[src/rtl/alu_pkg.sv]
// ALU opcode encoding and the operation sequencer's state type.
package alu_pkg;
  localparam logic [3:0] ALU_ADD = 4'h0;
  localparam logic [3:0] ALU_ADC = 4'h1;
  localparam logic [3:0] ALU_SUB = 4'h2;
  localparam logic [3:0] ALU_SBC = 4'h3;
  localparam logic [3:0] ALU_AND = 4'h4;
  localparam logic [3:0] ALU_OR  = 4'h5;
  localparam logic [3:0] ALU_XOR = 4'h6;

  typedef enum logic [2:0] {
    ST_IDLE,
    ST_LATCH_A,
    ST_LATCH_B,
    ST_LATCH_F,
    ST_LATCH_OP,
    ST_READ_Y,
    ST_READ_F,
    ST_RESP
  } seq_state_t;
endpackage

[src/rtl/constants_pkg.sv]
// Shared constants for the Argon datapath: default word size and the ALU bus
// command encoding driven by every bus master.
package constants_pkg;
  localparam int WORDSIZE_DEFAULT = 16;

  // com_none keeps the bus quiet; it shares no encoding with any real command
  typedef enum logic [3:0] {
    com_none    = 4'h0,
    com_latchA  = 4'h1,
    com_latchB  = 4'h2,
    com_latchF  = 4'h3,
    com_latchOp = 4'h4,
    com_outputY = 4'h5,
    com_outputF = 4'h6
  } command_t;
endpackage

[src/rtl/alu_sequencer.sv]
// Runs one ALU operation over the command bus: load A, B, flags and opcode,
// read back result and flags, then hold them until the requester takes them.
module alu_sequencer
  import constants_pkg::*;
  import alu_pkg::*;
#(
  parameter bit LOAD_FLAGS = 1'b1,
  parameter int WORDSIZE   = WORDSIZE_DEFAULT
) (
  input  logic                i_Clk,
  input  logic                i_Reset,
  input  logic                i_ReqValid,
  output logic                o_ReqReady,
  input  logic [3:0]          i_ReqOp,
  input  logic [WORDSIZE-1:0] i_ReqA,
  input  logic [WORDSIZE-1:0] i_ReqB,
  input  logic [WORDSIZE-1:0] i_ReqFlags,
  output command_t            o_Command,
  output logic                o_BusValid,
  output logic [WORDSIZE-1:0] o_BusData,
  input  logic [WORDSIZE-1:0] i_BusData,
  input  logic                i_BusValid,
  output logic                o_RespValid,
  input  logic                i_RespReady,
  output logic [WORDSIZE-1:0] o_RespY,
  output logic [WORDSIZE-1:0] o_RespFlags,
  output logic                o_RespErr
);
  seq_state_t          state;
  logic [3:0]          req_op;
  logic [WORDSIZE-1:0] req_a;
  logic [WORDSIZE-1:0] req_b;
  logic [WORDSIZE-1:0] req_flags;
  logic [WORDSIZE-1:0] resp_y;
  logic [WORDSIZE-1:0] resp_flags;
  logic                resp_err;

  always_ff @(posedge i_Clk or posedge i_Reset) begin
    if (i_Reset) begin
      state      <= ST_IDLE;
      req_op     <= '0;
      req_a      <= '0;
      req_b      <= '0;
      req_flags  <= '0;
      resp_y     <= '0;
      resp_flags <= '0;
      resp_err   <= 1'b0;
    end else begin
      case (state)
        ST_IDLE: begin
          if (i_ReqValid) begin
            req_op    <= i_ReqOp;
            req_a     <= i_ReqA;
            req_b     <= i_ReqB;
            req_flags <= i_ReqFlags;
            resp_err  <= 1'b0;
            state     <= ST_LATCH_A;
          end
        end
        ST_LATCH_A:  state <= ST_LATCH_B;
        ST_LATCH_B:  state <= LOAD_FLAGS ? ST_LATCH_F : ST_LATCH_OP;
        ST_LATCH_F:  state <= ST_LATCH_OP;
        ST_LATCH_OP: state <= ST_READ_Y;
        // A read cycle without the ALU's valid strobe marks the whole response bad
        ST_READ_Y: begin
          resp_y <= i_BusData;
          if (!i_BusValid) resp_err <= 1'b1;
          state <= ST_READ_F;
        end
        ST_READ_F: begin
          resp_flags <= i_BusData;
          if (!i_BusValid) resp_err <= 1'b1;
          state <= ST_RESP;
        end
        ST_RESP: begin
          if (i_RespReady) state <= ST_IDLE;
        end
        default: state <= ST_IDLE;
      endcase
    end
  end

  // Bus drive is decoded straight from state so reset silences it at once
  always_comb begin
    o_Command  = com_none;
    o_BusValid = 1'b0;
    o_BusData  = '0;
    case (state)
      ST_LATCH_A: begin
        o_Command  = com_latchA;
        o_BusValid = 1'b1;
        o_BusData  = req_a;
      end
      ST_LATCH_B: begin
        o_Command  = com_latchB;
        o_BusValid = 1'b1;
        o_BusData  = req_b;
      end
      ST_LATCH_F: begin
        o_Command  = com_latchF;
        o_BusValid = 1'b1;
        o_BusData  = req_flags;
      end
      ST_LATCH_OP: begin
        o_Command  = com_latchOp;
        o_BusValid = 1'b1;
        o_BusData  = WORDSIZE'(req_op);
      end
      ST_READ_Y: o_Command = com_outputY;
      ST_READ_F: o_Command = com_outputF;
      default: ;
    endcase
  end

  assign o_ReqReady  = (state == ST_IDLE);
  assign o_RespValid = (state == ST_RESP);
  assign o_RespY     = resp_y;
  assign o_RespFlags = resp_flags;
  assign o_RespErr   = resp_err;
endmodule

[config.mk]
export PLATFORM = sky130hd
export DESIGN_NAME = alu_sequencer
export DESIGN_NICKNAME = d
export VERILOG_FILES = /design/src/rtl/alu_pkg.sv /design/src/rtl/constants_pkg.sv /design/src/rtl/alu_sequencer.sv
export SDC_FILE = /design/constraint.sdc
export NUM_CORES = 1
export LEC_CHECK = 0
export BUFFER_PORTS_ARGS = -buffer_cell sky130_fd_sc_hd__buf_2
export CORE_ASPECT_RATIO = 0.9
export CORE_UTILIZATION = 51
export CTS_CLUSTER_SIZE = 28
export DETAILED_ROUTE_END_ITERATION = 6
export PLACE_DENSITY = 0.82
export SYNTH_ARGS = -nofsm -noshare
export SYNTH_HDL_FRONTEND = slang
export SYNTH_SLANG_ARGS = --single-unit
[constraint.sdc]
create_clock -name i_Clk -period 3.8 [get_ports i_Clk]
set_input_delay 0.76 -clock i_Clk [delete_from_list [all_inputs] [get_ports i_Clk]]
set_output_delay 0.76 -clock i_Clk [all_outputs]
set_load 0.005 [all_outputs]
# Yosys cells after proc, flatten, opt, wreduce, memory -nomap -nowiden

Index checks and enable logic that the tools add are counted.

Register bits: 88
Word-level logic and storage cells: 34
Input bits: 73
Output and inout bits: 56

Multiplexer cells: 9
Reduce and logical (&&, ||, !) cells: 7
Equal/unequal tests: 10

Operators with widths:

| kind                 | count |
|---|---|
| $pmux W16 S4         | 1 |
| $pmux W3 S8          | 1 |
| $pmux W3 S6          | 1 |
| $eq A3 B3 Y1 const B | 4 |
| $eq A3 B2 Y1 const B | 2 |
| $mux W3              | 2 |
| $ne A2 B2 Y1 const B | 2 |
| $reduce_and A2 Y1    | 2 |
| $reduce_or A4 Y1     | 1 |
| $eq A3 B1 Y1 const B | 1 |
| $logic_not A3 Y1     | 1 |
| $mux W1              | 3 |
| $reduce_and A3 Y1    | 1 |
| $ne A2 B1 Y1 const B | 1 |
| $pmux W1 S2          | 1 |
| $reduce_bool A2 Y1   | 1 |
| $reduce_or A2 Y1     | 1 |

# Longest topological paths before layout

Word-level depth: 4
Mapped depth: 5
Depth with buffers taken out: 3

# Worst setup path before layout

Ideal clock, no wire load.

Path kind: register to output
Start point: register state[1]
End point: output port o_BusData[0]
Setup slack: 1.820 ns
Arrival: 1.220 ns
Data required time: 3.040 ns
Cell stages (with the launch flop): 6
Buffers on the path: 2
Cell sequence: dfrtp_1 buf_6 buf_4 nor3b_1 nand2_1 o21ai_0

Longest elaborated chain between the ends: 2
Elaborated cells between the ends (all ways): 5
Classes of those cells: 4 x eq/ne; 1 x mux

RTL lines:

| what                                 | RTL line            | text |
|---|---|---|
| start, declared                      | alu_sequencer.sv:29 | `seq_state_t state;` |
| start signal, assigned               | alu_sequencer.sv:61 | `ST_LATCH_B: state <= LOAD_FLAGS ? ST_LATCH_F : ST_LATCH_OP;` |
| $eq A3 B3 Y1 (tied with other cells) | alu_sequencer.sv:88 | `case (state)` |
| $pmux W16 S4 (*)                     | alu_sequencer.sv:88 |  |
| end, declared                        | alu_sequencer.sv:20 | `output logic [WORDSIZE-1:0] o_BusData,` |

Every way passes the cells marked *; elsewhere a longest branch is shown, timed or not.

# Worst setup path after layout

Start point: register state[2]
End point: output port o_BusData[0]

Same word-level chain as after synthesis.

==> flow_summary_export.csv <==
group,metric,value,unit
clocking,cts_root_buffer,"clkbuf_8",
pwr,vdd_ir_drop_max,0.369,mV
route,drtIter0Drc,114,
cells_and_area,utilization,63.7,%
yosys,synth_cells,271,
placed_design,place_area,0.00467,mm²
yosys,synth_nets,344,
yosys,synthArstFlopShare,100,%
worst_setup_path,slowest_stage,"dfrtp_1",
pwr,p_leak,2.41,nW
timing,slew_viol_final,0,
die,die_h,86.8,µm
worst_setup_path,cp_num_buf_inv,1,
worst_setup_path,cp.required,3040,ps
route,totalWireLength,8100,µm
hold_path,hold_path_class,"input port to async pin",
worst_setup_path,cp-start-kind,"flop",
global_route,grt_pass1_vias,2605,
timing,whs,507,ps
clocking,cts_tree,"yes",
route,wl_per_cell,16.4,µm
worst_setup_path,cp.arrival,2150,ps
route,num_vias,2607,
worst_setup_path,critPathKind,"flop to output port",
yosys,synth.area.top_cells,"dfrtp_1 54%, mux2_4 18%, mux2_2 13%, a22oi_1 2.2%, buf_12 2.0%",
global_route,grt_pass1_wl,12600,µm
yosys,yosysSeqAreaShare,54.0,%
clocking,clock_latency,350,ps
yosys,synth_top_area_share,54.0,%
die,start_util,53.2,%
route,drt_first_pass_iters,4,
cells_and_area,layout-drive-gt1-share,62.4,%
outcome,outcome,"finished, final reports clean",
die,ios,129,
yosys,yosys.area.top_type,"dfrtp_1",
timing,grt_setup_unrepaired,"false",
cells_and_area,nNetsFinal,467,
clocking,cts.sinks,88,
placed_design,portBuffers,127,
worst_setup_path,path_cells,"nor3b_1, nand2_1, o21ai_0, buf_2",
die,rows,30,
yosys,synth_area_per_cell,15.0,µm²
die,die_w,96.2,µm
worst_setup_path,cp_slowest_stage_delay,950,ps
worst_setup_path,path_max_fanout,29,
cells_and_area,area_delta_synth_final,19.8,%
cells_and_area,final_area,0.00488,mm²
global_route,grt_use_total,20.5,%
global_route,grt_max_degree,54,
route,ant_nets,0,
yosys,yosysUniqueCellTypes,29,
timing,setup_viol,0,
yosys,synth-seq-cells,88,
cells_and_area,layout_commonest_cell,"buf_2",
timing,worst_pin_slew,950,ps
timing,fin_ws,887,ps
placed_design,numPlacedInstances,479,
job,drv_cap,0,
clocking,clk_pin_slew_worst_paths,90,ps
clocking,numCtsBuffers,9,
timing,fmax,0.343,GHz
placed_design,hpwl,5760,µm
global_route,antenna_found_initial,0,
timing,hold_viol_final,0,
worst_setup_path,crit_path_end_kind,"output port",
global_route,overflow,0,
worst_setup_path,worst_path_dominant_cell_family,"flip-flops",
clocking,post_cts_buffers,0,
cells_and_area,final_cell_mix,"127 x buf_2, 88 x dfrtp_1, 49 x mux2_4, 48 x mux2_2, 12 x a22oi_1",
timing,slew_headroom,36.6,%
yosys,syn_area,0.00408,mm²
clocking,cts_buffer_depth,2,
pwr,power_density,815,mW/mm²
placed_design,post-place-ws,1300,ps
timing,fin_skew,5.97,ps
route,drc,0,
yosys,ys_warn_count,0,
clocking,htreeDepth,3,
timing,period_needed,2910,ps
route,vias_per_cell,5.27,
clocking,cts_resized,0,
yosys,synth-edff-count,0,
yosys,synth_top_flop_cell,"dfrtp_1",
placed_design,place_congestion,0.782,
cells_and_area,final_cell_count_no_fill,495,
timing,finalSetupTns,0,ps
pwr,power,3.98,mW
clocking,hold_buffers,0,
timing,fin_crit_sh,76.7,%
cells_and_area,antenna_cells,0,
die,fp.coreArea,0.00766,mm²
die,dieArea,0.00835,mm²
[final cells by class]
class                           count  area, µm²
Inverter                            4       16.3
Fill cell                         599       2780
Timing Repair Buffer              131        666
Multi-Input combinational cell    160       1670
Clock buffer                       10        138
Sequential cell                    88       2200
Clock inverter                      6       68.8
Tap cell                           96        120
[tightest hold or removal path, cell delays in order]
cell      delay, ps
buf_2           100
clkinv_2         40
buf_4           400
[cell families after synthesis]
group,share of synthesized area [%]
AND/OR/NAND/NOR,3.38
XOR/XNOR,0.215
AO/OA/AOI/OAI,5.00
flip-flops,54.0
other,0.0920
buffers and inverters,4.97
multiplexers,32.3
[Yosys cell counts, types with 2 or more instances]
cell	number
a211oi_1	4
a21oi_1	6
a22oi_1	12
buf_12	4
buf_2	5
buf_4	4
buf_8	2
clkbuf_1	3
dfrtp_1	88
inv_1	4
mux2_2	48
mux2_4	49
mux2i_1	4
nand2_1	6
nand3b_2	2
nor2_1	11
nor2b_1	2
o21ai_0	6
[where the power goes]
group / internal, mW / total [mW] / switching [mW]
registers: 1.39 / 1.71 / 0.323
logic: 1.00 / 1.61 / 0.608
clock network: 0.324 / 0.656 / 0.332
total: 2.71 / 3.98 / 1.26
[per-layer routing]
metal  wire length (µm)  vias up  GRT usage (%)
met5                  0        -              0
met4                129        0           6.92
met3                581       16           7.54
met2               3770      125           32.8
met1               3630     1257           25.8
li1                   -     1209              -
[registers in the layout, indices dropped and copies added (netlist names)]
name         cells
req_op           4
o_RespY         16
req_b           16
state            3
o_RespErr        1
req_flags       16
o_RespFlags     16
req_a           16
[final timing paths]
kind	start	endpoint	slack (ps)	cells past startpoint
min reg2reg	o_RespY[12]	o_RespY[12]	510	1
max	state[2]	o_BusData[0]	890	4
max reg2reg	state[2]	req_op[2]	1400	3
min	i_Reset	o_RespY[7]	510	3
max in group asynchronous	i_Reset	req_a[0]	2830	3
min in group i_Clk	o_RespY[12]	o_RespY[12]	510	1
No activity file was read; power rests on OpenSTA's default activity.
